==> src/rtl/im_port_arbiter_pkg.sv <==
// Shared constants and owner encoding for the instruction-memory port arbiter.
// The IM window starts at IM_BASE and spans 4*2^IM_ADDR_W bytes.
package im_port_arbiter_pkg;
   localparam logic [31:0] IM_BASE       = 32'h0000_3000;
   localparam int          IM_ADDR_W     = 12;
   localparam int          IM_STARVE_MAX = 4;

   typedef enum logic [1:0] {
      IM_OWN_NONE = 2'd0,
      IM_OWN_IF   = 2'd1,
      IM_OWN_LD   = 2'd2
   } im_owner_e;
endpackage

==> src/rtl/im_port_arbiter_addr_check.sv <==
// Byte address -> IM word index, with alignment and window range check (combinational).
module im_addr_check
   import im_port_arbiter_pkg::*;
#(
   parameter logic [31:0] BASE = IM_BASE,
   parameter int          AW   = IM_ADDR_W
) (
   input  logic [31:0]   addr_i,
   output logic [AW-1:0] idx_o,
   output logic          err_o
);
   logic [31:0] diff;

   assign diff  = addr_i - BASE;
   assign idx_o = diff[AW+1:2];
   // BASE is word aligned, so diff[1:0] mirrors addr_i[1:0]; any bit above the
   // window size means the address lies past the top of IM.
   assign err_o = (diff[1:0] != 2'b00) || (addr_i < BASE) || ((diff >> (AW + 2)) != 32'd0);
endmodule

==> src/rtl/im_port_arbiter.sv <==
// Two-port arbiter for the single-bank IM: fetch has priority, the loader gets a forced
// grant after STARVE_MAX consecutive denials; 1-cycle read data is routed to the owner.
module im_port_arbiter
   import im_port_arbiter_pkg::*;
#(
   parameter logic [31:0] IM_BASE    = im_port_arbiter_pkg::IM_BASE,
   parameter int          ADDR_W     = IM_ADDR_W,
   parameter int          STARVE_MAX = IM_STARVE_MAX
) (
   input  logic              clk,
   input  logic              reset,
   input  logic              if_req,
   input  logic [31:0]       if_addr,
   output logic              if_gnt,
   output logic              if_rvalid,
   output logic [31:0]       if_rdata,
   output logic              if_adel,
   input  logic              ld_req,
   input  logic              ld_we,
   input  logic [31:0]       ld_addr,
   input  logic [31:0]       ld_wdata,
   output logic              ld_gnt,
   output logic              ld_rvalid,
   output logic [31:0]       ld_rdata,
   output logic              ld_err,
   output logic              mem_en,
   output logic              mem_we,
   output logic [ADDR_W-1:0] mem_addr,
   output logic [31:0]       mem_wdata,
   input  logic [31:0]       mem_rdata
);
   localparam int             SW   = $clog2(STARVE_MAX + 1);
   localparam logic [SW-1:0]  SMAX = SW'(STARVE_MAX);

   logic [ADDR_W-1:0] if_idx, ld_idx;
   logic              if_bad, ld_bad;
   logic              ld_win;
   logic [SW-1:0]     starve_q, starve_d;
   im_owner_e         owner_q, owner_d;
   logic              err_q, err_d;
   logic              wr_q, wr_d;

   im_addr_check #(.BASE(IM_BASE), .AW(ADDR_W)) u_if_chk (
      .addr_i (if_addr),
      .idx_o  (if_idx),
      .err_o  (if_bad)
   );

   im_addr_check #(.BASE(IM_BASE), .AW(ADDR_W)) u_ld_chk (
      .addr_i (ld_addr),
      .idx_o  (ld_idx),
      .err_o  (ld_bad)
   );

   always_comb begin
      ld_win    = 1'b0;
      if_gnt    = 1'b0;
      ld_gnt    = 1'b0;
      mem_en    = 1'b0;
      mem_we    = 1'b0;
      mem_addr  = '0;
      mem_wdata = '0;
      owner_d   = IM_OWN_NONE;
      err_d     = 1'b0;
      wr_d      = 1'b0;
      starve_d  = starve_q;

      // Nothing is granted while reset is held, so no access can start mid-reset.
      if (reset) begin
         ld_win = ld_req && (!if_req || (starve_q == SMAX));
         ld_gnt = ld_win;
         if_gnt = if_req && !ld_win;
      end

      if (if_gnt) begin
         mem_en   = !if_bad;
         mem_addr = if_idx;
         owner_d  = IM_OWN_IF;
         err_d    = if_bad;
      end else if (ld_gnt) begin
         mem_en    = !ld_bad;
         mem_we    = ld_we && !ld_bad;
         mem_addr  = ld_idx;
         mem_wdata = ld_wdata;
         owner_d   = IM_OWN_LD;
         err_d     = ld_bad;
         wr_d      = ld_we;
      end

      if (!ld_req || ld_gnt)    starve_d = '0;
      else if (starve_q != SMAX) starve_d = starve_q + 1'b1;
   end

   always_ff @(posedge clk or negedge reset) begin
      if (!reset) begin
         starve_q <= '0;
         owner_q  <= IM_OWN_NONE;
         err_q    <= 1'b0;
         wr_q     <= 1'b0;
      end else begin
         starve_q <= starve_d;
         owner_q  <= owner_d;
         err_q    <= err_d;
         wr_q     <= wr_d;
      end
   end

   // Responses are decoded from the owner register; bank data is passed only for legal reads.
   always_comb begin
      if_rvalid = (owner_q == IM_OWN_IF);
      ld_rvalid = (owner_q == IM_OWN_LD);
      if_adel   = if_rvalid && err_q;
      ld_err    = ld_rvalid && err_q;
      if_rdata  = (if_rvalid && !err_q) ? mem_rdata : 32'd0;
      ld_rdata  = (ld_rvalid && !err_q && !wr_q) ? mem_rdata : 32'd0;
   end
endmodule

==> config.mk <==
export PLATFORM = sky130hd
export DESIGN_NAME = im_port_arbiter
export DESIGN_NICKNAME = d
export VERILOG_FILES = /design/src/rtl/im_port_arbiter_pkg.sv /design/src/rtl/im_port_arbiter_addr_check.sv /design/src/rtl/im_port_arbiter.sv
export SDC_FILE = /design/constraint.sdc
export NUM_CORES = 1
export LEC_CHECK = 0
export BUFFER_PORTS_ARGS = -buffer_cell sky130_fd_sc_hd__buf_2
export CORE_AREA = 2 2 97 99
export DETAILED_ROUTE_END_ITERATION = 6
export DIE_AREA = 0 0 99 101
export PLACE_DENSITY_LB_ADDON = 0.05
export SYNTH_ARGS = -nofsm -noshare
export SYNTH_HDL_FRONTEND = slang
export SYNTH_SLANG_ARGS = --single-unit
export TNS_END_PERCENT = 50
==> constraint.sdc <==
create_clock -name clk -period 4.3 [get_ports clk]
set_input_delay 0.43 -clock clk [delete_from_list [all_inputs] [get_ports clk]]
set_output_delay 0.43 -clock clk [all_outputs]
set_load 0.05 [all_outputs]
Word level (Yosys, flattened, before mapping) --
Cells that the tools add are included.
Word-level totals: register bits 7, input bits 133, output and inout bits 116, word-level logic and storage cells 59
Cells by class: $add $sub $neg 3, order comparisons 2, equal/unequal tests 4, multiplexer cells 20, reductions and logical operators 26
Operators by type and width (number):
- $mux W32 | 4
- $lt A32 B14 Y1 const B | 2
- $reduce_bool A32 Y1 | 2
- $sub A32 B14 Y32 const B | 2
- $mux W12 | 2
- $mux W1 | 10
- $logic_and A1 B1 Y1 | 8
- $logic_not A1 Y1 | 7
- $logic_or A1 B1 Y1 | 6
- $mux W3 | 2
- $reduce_bool A2 Y1 | 3
- $mux W2 | 2
- $add A3 B1 Y3 const B | 1
- $eq A3 B3 Y1 const B | 1
- $ne A3 B3 Y1 const B | 1
- $eq A2 B1 Y1 const B | 1
- $eq A2 B2 Y1 const B | 1

Depth between registers and ports, before layout --
Gate-level depths: netlist of run 1.
depth in word-level cells 8, depth in mapped cells 8, depth with buffers taken out 8

Cells and area by module --
From an unflattened synthesis of run 1, not the netlist that was laid out.
Unflattened totals: cell total of the unflattened synthesis 295, area, all modules 2050.7 sq um
By module, submodules not included:
- im_port_arbiter | instances 1, cells each 199, area an instance 1405.1 sq um, sequential area each 175.2 sq um
- im_addr_check | instances 2, cells each 48, area an instance 322.8 sq um, sequential area each 0.0 sq um

Least setup slack after synthesis of run 1 --
No wires, ideal clock.
path kind input port to output port, from input port if_addr[12], to output port mem_en, arrival 2270 ps, data required time 3870 ps, path slack 1600 ps, stages on the path 7, buffers on the path 1, cells stage by stage ha_1 buf_2 or4b_1 a21oi_1 o2111ai_1 nor4b_2 a22o_1
Between the ends: cells in the longest elaborated chain, start to end 5, elaborated cells on any way between the ends 7, those cells by class add/sub: 1; order compare: 1; mux: 1; reduce/logical: 4
Ends and longest elaborated chain:
- start, declared | line im_port_arbiter.sv:13 | input logic [31:0] if_addr,
- $sub A32 B14 Y32 / $lt A32 B14 Y1 (equally long branches) | line im_port_arbiter_addr_check.sv:14, im_port_arbiter_addr_check.sv:18
- $reduce_bool A32 Y1 / $logic_or A1 B1 Y1 (equally long branches) | line im_port_arbiter_addr_check.sv:18 | assign err_o = (diff[1:0] != 2'b00) || (addr_i < BASE) || ((diff >> (AW + 2)) != 32'd0);
- $logic_or A1 B1 Y1 * | line im_port_arbiter_addr_check.sv:18
- $logic_not A1 Y1 * | line im_port_arbiter.sv:76 | mem_en = !if_bad;
- $mux W1 * | line im_port_arbiter.sv:75 | if (if_gnt) begin
- end, declared | line im_port_arbiter.sv:26 | output logic mem_en,
Every way passes the cells marked *; elsewhere a longest branch is shown, timed or not.

Worst setup path after layout of run 1 --
Ends and elaborated chain as after synthesis.

==> impl_results.md, run 1 <==
* Status: finished, final reports clean
* Worst-Margin Slew at around 0.56 ns
* GRT overflow at 0
* Gr usage total at 14.11%
* Crit-path cells: buf_2 > ha_1 > or4b_1 > a21oi_1 > o2111ai_1 > nor4b_2 > a22o_1 > buf_2
* Sequential element share of the synthesized area at around 11%
* Worst-Skew Late Latency at 0.22 ns
* # H-tree levels at 1
* Post-Syn Area at around 1600 µm²
* Main combinational cell family by area after synthesis: simple AND/OR/NAND/NOR gates
* Relative slew slack at between 60% and 70%
* Synth Flop Type: dfrtp_1
* Final ANT Viol Nets at 0
* Share of layout cells above drive strength 1 at 57.02%
* Post-synth ARST share at 100.0%
* Crit path DAT at between 2 and 3 ns
* Worst Path Max Fanout at 10
* Initial antenna violation count at 0
* IO Pins at approximately 250
* Routed WL at about 7.8 mm
* Leakage at between 1.5 and 2 nW
* TritonCTS clock tree: done
* Sw Share at between 50% and 60%
* Slew Limit Fails at 0
* Most frequent cells after synthesis: and2_1, a22o_1, clkbuf_1, nand2_1, nor3_1
* CTS resizes at 0
* Nets at 608
* Post-placement cell area at 2993 µm²
* Maximum VDD drop at between 0.04 and 0.05 mV
* Final Cycle Share at between 60% and 70%
* Drt via density at about 4.3
* Setup violators final at 0
* R2R cell count at 8
* Critical Setup Path Class: in2out
* CP startpoint: if_addr[12]
* RD Place Congestion at about 0.74
* Die W at between 90 and 100 µm
* Slowest CP cell: or4b_1
* Synth top area share at around 39%
* Routed wire per std cell at about 13 µm
* Drt first pass iters at 4
* Max Cap Viol at 0
* Crit path to: mem_en
* Inst Count DP at around 580
* Internal power at 239.9 µW
* Finished Cell Area at roughly 3000 µm²
* Simple-gate area share of the yosys netlist at 63.56%
* Post-synthesis adder-cell area fraction at between 3 and 4%
* Largest cells by area after synthesis: and2_1, dfrtp_1, a22o_1
* TNS Setup at 0 ns
* Clk buf depth at 2
* Post-route non-filler standard cell count at approximately 580
* Initial Utilization at 18.09%
* Num CTS Buffers at 3
* Required time of the critical path at a little under 4 ns
* DRC Markers at 0
* Vias in the first global route at ~2300
* DR iter-0 viols at 52
* CTS hold repair buffers at 0
* Synthesized flop and latch total at 7
* Max incr delay on CP at 0.53 ns
* Distinct cells, synth at 44
* Synthesis Warnings at 0
* Mux contribution to synthesized area at under 10%
* Register share of total power at around 16%
* Core area at between 8000 and 9000 µm²
* Die Ht at between 100 and 150 µm
* Type of the tightest min-delay check: in2async
* Sink Count at 7
* Hold Fails Final Rpt at 0
* Setup bufs post-CTS at 0
* Area growth syn-to-layout at 87.06%
* I/O Buffers at about 250
* Syn nets at about 360
* First-pass GRT wire length at 11.58 mm
* Gate power share at about two thirds
* Dpl hpwl at roughly 7 mm
* Endpoint class of the critical path: output port
* Reg clk slew, reported paths at ~0.040 ns
* Syn avg cell area at 7.186 µm²
* Worst reg-to-reg setup slack at around 2.5 ns
* Cells after Synth at 226
* Full die area at roughly 10000 µm²
* Clk pwr share at about a fifth
* Most frequent cell after synthesis: and2_1
* R2R Path End: wr_q$_DFF_PN0_
* # rows at 35
* Via count at approximately 2500
* RSZ-0062 raised after global routing: false
* Synth Area in XOR/XNOR at 4.237%
* Finished Core Util at between 30% and 40%
* Compound-cell area share of the yosys netlist at 13.02%
* FMAX at 341.2 MHz
* Antenna cells at 0
* CP Launch Type: input port
* Sw power at between 200 and 250 µW
* Most frequent CP cell: buf_2
* Root buf cell: clkbuf_8
* Largest net degree at the start of global routing at 47
* EDFF count, synth at 0
* Cell area power density at 158.7 nW/µm²
* Largest area contributor in the netlist: and2_1
* Fin crit period at approximately 3 ns
* Worst flop-to-flop path startpoint: starve_q[0]$_DFFE_PN0P_
* Max Clock Skew at 0.001136 ns
==> layer usage <==
layer	track usage [%]	vias up	wire, µm
met5	0	-	0
met4	2.213	0	52
met3	2.358	6	692
met2	27.29	135	4041
met1	16.47	1084	3050
li1	-	1269	-
==> layout make-up <==
type | instances | area [µm²]
clock buffers | 4 | 45.04
fillers | 983 | 5939
inverters | 5 | 18.77
multi-input cells | 202 | 1389
flip-flops and latches | 7 | 175.2
well taps | 111 | 138.9
repair buffers | 252 | 1271
==> state kept, by name (all words and copies together), names as in the netlist <==
name / count
err_q: 1
owner_q: 2
starve_q: 3
wr_q: 1
==> worst min-delay path by stage <==
| stage | startpoint | to | slack, ns | cells past startpoint |
|---|---|---|---|---|
| global route | reset | starve_q[0]$_DFFE_PN0P_ | 0.06 | 1 |
| floorplan | reset | err_q$_DFF_PN0_ | 0.13 | 0 |
| detailed placement | reset | starve_q[0]$_DFFE_PN0P_ | 0.29 | 1 |
| global placement | reset | starve_q[0]$_DFFE_PN0P_ | 0.29 | 1 |
| CTS | reset | starve_q[0]$_DFFE_PN0P_ | 0.05 | 1 |
| finish | reset | starve_q[0]$_DFFE_PN0P_ | 0.05 | 1 |
==> metrics by stage <==
| stage | hold slack [ns] | total power, mW | setup slack [ns] |
|---|---|---|---|
| finish | 0.04553 | 0.4821 | 1.370 |
| global route | 0.05647 | 0.5138 | 1.203 |
| CTS | 0.04930 | 0.4873 | 1.361 |
| detailed placement | 0.2883 | 0.3939 | 1.379 |
| global placement | 0.2905 | 0.3943 | 1.418 |
| floorplan | 0.1344 | 0.2731 | 1.600 |
==> layout by cell type (no fill, tap or decap), drive strengths merged, types with 2 or more instances in the layout <==
cell       n
buf      252
ha         4
a22o      12
nand3      6
o21ai      3
o2111ai    2
xnor2      3
or3        2
inv        4
nor2       6
dfrtp      7
o22ai      2
nor3b      3
nand4b     4
a21oi      2
nand2b     2
nand2     11
nor2b      4
xor2       4
nor4       7
clkbuf     4
nor3      10
and2     100
or4        2
==> worst max-delay path, delay by kind of cell <==
family,cells,cell delay (ns)
buf+inv,2,0.38
simple gates,2,0.89
compound gates,3,0.48
fa+ha+maj,1,0.31
==> cells by family after synthesis <==
kind of cell / count (synthesis)
AND/OR/NAND/NOR: 162
AO/OA/AOI/OAI: 27
buffers and inverters: 17
XOR/XNOR: 7
flip-flops: 7
adder cells (fa/ha/maj): 4
multiplexers: 2
==> power by group through the flow <==
stage	Combinational, mW	Sequential [mW]	Clock, mW
2_1_floorplan	0.198	0.0748	0
3_3_place_gp	0.318	0.0760	0
3_5_place_dp	0.318	0.0759	0
4_1_cts	0.319	0.0751	0.0936
5_1_grt	0.339	0.0756	0.0989
6_report	0.315	0.0750	0.0915
No activity file was read; power rests on OpenSTA's default activity.
==> run 2: changes to the inputs <==
==> constraint.sdc (replaced) <==
create_clock -name clk -period 2.9 [get_ports clk]
set_input_delay 0.29 -clock clk [delete_from_list [all_inputs] [get_ports clk]]
set_output_delay 0.29 -clock clk [all_outputs]
set_load 0.05 [all_outputs]
==> run 2 against run 1 <==
- critical path depth did not move
- global-route usage fell by 0.18 points
- clock power up 48%
- register-to-register slack got worse by 1.2 ns
- die area unchanged
- worst hold slack better by 0.29 ns
- final cell count rose by 0.17%
- sequential power is 48% higher
- utilization rose by 0.11 points
- highest routed layer unchanged
==> impl_results.md, run 2 (synthesis results as in run 1) <==
* Gr usage total at 13.93% (-0.18 points)
* Top Registers: starve_q x3, owner_q x2
* Drt first pass iters at 4 (unchanged)
* IO Pins at 249 (unchanged)
* Routed WL at 7.812 mm (-0.32%)
* Antenna cells at 0 (unchanged)
* Initial Utilization at 18.09% (unchanged)
* Post-route non-filler standard cell count at 582 (+0.17%)
* R2R cell count at 7 (-1)
* Status: finished, final reports clean
* Metal-1 WL at 2.975 mm (-2.5%)
* Setup violators final at 0 (unchanged)
* # H-tree levels at 1 (unchanged)
* Required time of the critical path at 2.61 ns (-1.26 ns)
* DRC Markers at 0 (unchanged)
* Sw Share at 50.20% (about the same)
* Nets at 609 (+0.16%)
* Final ANT Viol Nets at 0 (unchanged)
* Most frequent cells in the layout: buf_2, and2_1, a22o_1, nand2_1, nor3_1
* Die W at 99 µm (unchanged)
* Endpoint class of the critical path: output port
* Dpl ws at 0.2611 ns (-1.117 ns)
* Sw power at 359.5 µW (+48%)
* Worst hold endpoint: wr_q$_DFF_PN0_
* Crit path DAT at 2.35 ns (-0.15 ns)
* Num CTS Buffers at 3 (unchanged)
* First-pass GRT wire length at 11.36 mm (-1.9%)
* Fin crit period at ~2.6 ns
* Drt via density at 4.280 (-0.29%)
* Final setup margin at 0.2639 ns (-1.106 ns)
* Max Cap Viol at 0 (unchanged)
* FMAX at 379.3 MHz
* Setup bufs post-CTS at 0 (unchanged)
* Fill count at 977 (-0.61%)
* Sequential cell area at 175.2 µm² (unchanged)
* Finished Core Util at 33.95% (+0.11 points)
* Routed wire per std cell at 13.42 µm (-0.49%)
* Share of layout cells above drive strength 1 at 56.90% (-0.12 points)
* Relative slew slack at 61.76% (-0.98 points)
* Internal power at 356.7 µW (+49%)
* Sink Count at 7 (unchanged)
* Met2 wire length at 3.994 mm (-1.2%)
* Register share of total power at 15.6% (about the same)
* Most flops, register: starve_q
* Maximum VDD drop at 0.08835 mV (+99%)
* Largest register FFs at 3 (unchanged)
* Type of the tightest min-delay check: in2reg
* Worst-Margin Slew at 0.5709 ns (+0.01443 ns)
* Gate power share at 65.6% (+0.2 points)
* R2R Path End: wr_q$_DFF_PN0_
* Core area at 8977 µm² (unchanged)
* Worst Path Max Fanout at 10 (unchanged)
* RD Place Congestion at 0.7438 (about the same)
* Root buf cell: clkbuf_8
* Reg clk slew, reported paths at 0.04 ns (about the same)
* HP Start: ld_we
* Worst-Skew Late Latency at 0.23 ns (about the same)
* Met3 WL post-DR at 742 µm (+7.2%)
* Die Ht at 101 µm (unchanged)
* # rows at 35 (unchanged)
* Worst reg-to-reg setup slack at 1.31 ns (-1.18 ns)
* Leakage at 1.820 nW (+0.23%)
* Multi-input logic area at 1389 µm² (unchanged)
* GRT overflow at 0 (unchanged)
* Finished Cell Area at 3048 µm² (+0.33%)
* Via count at 2491 (-0.12%)
* Post-placement cell area at 2993 µm² (unchanged)
* TNS Setup at 0 ns (unchanged)
* Full die area at 9999 µm² (unchanged)
* TritonCTS clock tree: done
* RSZ-0062 raised after global routing: false
* Vias in the first global route at 2282 (-1.7%)
* Critical Setup Path Class: in2out
* Worst flop-to-flop path startpoint: starve_q[0]$_DFFE_PN0P_
* Cell area power density at 235.0 nW/µm² (+48%)
* CP Launch Type: input port
* CP startpoint: if_addr[12]
* Hold Fails Final Rpt at 0 (unchanged)
* Dpl hpwl at 6.901 mm (+0.16%)
* Largest net degree at the start of global routing at 44 (-6.4%)
* Most common cell after layout, fill and taps aside: buf_2
* Final Cycle Share at 90.90%
* Clk buf depth at 2 (unchanged)
* Hold path depth at 2
* Inst Count DP at 577 (unchanged)
* Max Clock Skew at 0.001241 ns (+0.0001048 ns)
* Initial antenna violation count at 0 (unchanged)
* Highest metal used: met4
* Area growth syn-to-layout at 87.67%
* Slew Limit Fails at 0 (unchanged)
* Clk pwr share at 18.8% (-0.2 points)
* I/O Buffers at 248 (unchanged)
* DR iter-0 viols at 65 (+25%)
==> run 2: cell count changes in the layout (fill, tap and decap cells not counted), sizes merged <==
cell | previous run | this run
dlygate4sd3 | 0 | 1
==> run 2: power groups by stage <==
stage	Sequential [mW]	Clock, mW	Combinational (mW)
floorplan	0.111	0	0.294
global placement	0.113	0	0.472
global route	0.113	0.145	0.505
CTS	0.112	0.140	0.475
detailed placement	0.113	0	0.472
finish	0.111	0.135	0.470
==> run 2: metal layers <==
metal	GRT usage (%)	up-vias
met5	0	-
met3	2.566	9
met4	3.583	0
li1	-	1269
met2	25.78	143
met1	16.48	1070
==> run 2: worst max-delay path by stage <==
stage               slack [ns]  depth (start not counted)            end
floorplan                 0.41                          8  mem_wdata[12]
global placement          0.30                          8         mem_en
detailed placement        0.26                          8         mem_en
CTS                       0.25                          8         mem_en
global route              0.07                          9    mem_addr[4]
finish                    0.26                          8         mem_en
==> run 2: what timing repair did <==
action / in CTS / in global routing
gates resized for setup: 0 / 0
hold buffers: 1 / 0
hold endpoints to repair: 7 / 0
==> run 2: metrics by stage <==
step,hold WS (ns),power (mW)
2_1_floorplan,-0.005591,0.4049
3_3_place_gp,0.1440,0.5851
3_5_place_dp,0.1422,0.5851
4_1_cts,0.3420,0.7257
5_1_grt,0.3622,0.7624
6_report,0.3318,0.7162
==> run 2: final cells by class <==
type	count	share of cell area, %
clock buffers	4	1.478
repair buffers	253	42.04
well taps	111	4.557
multi-input cells	202	45.57
flip-flops and latches	7	5.747
inverters	5	0.6158
==> run 2: worst max-delay path, cell delays in order <==
cell and delay, ns:
buf_2 0.12, ha_1 0.31, or4b_1 0.54, a21oi_1 0.13
o2111ai_1 0.15, nor4b_2 0.35, a22o_1 0.19, buf_2 0.26
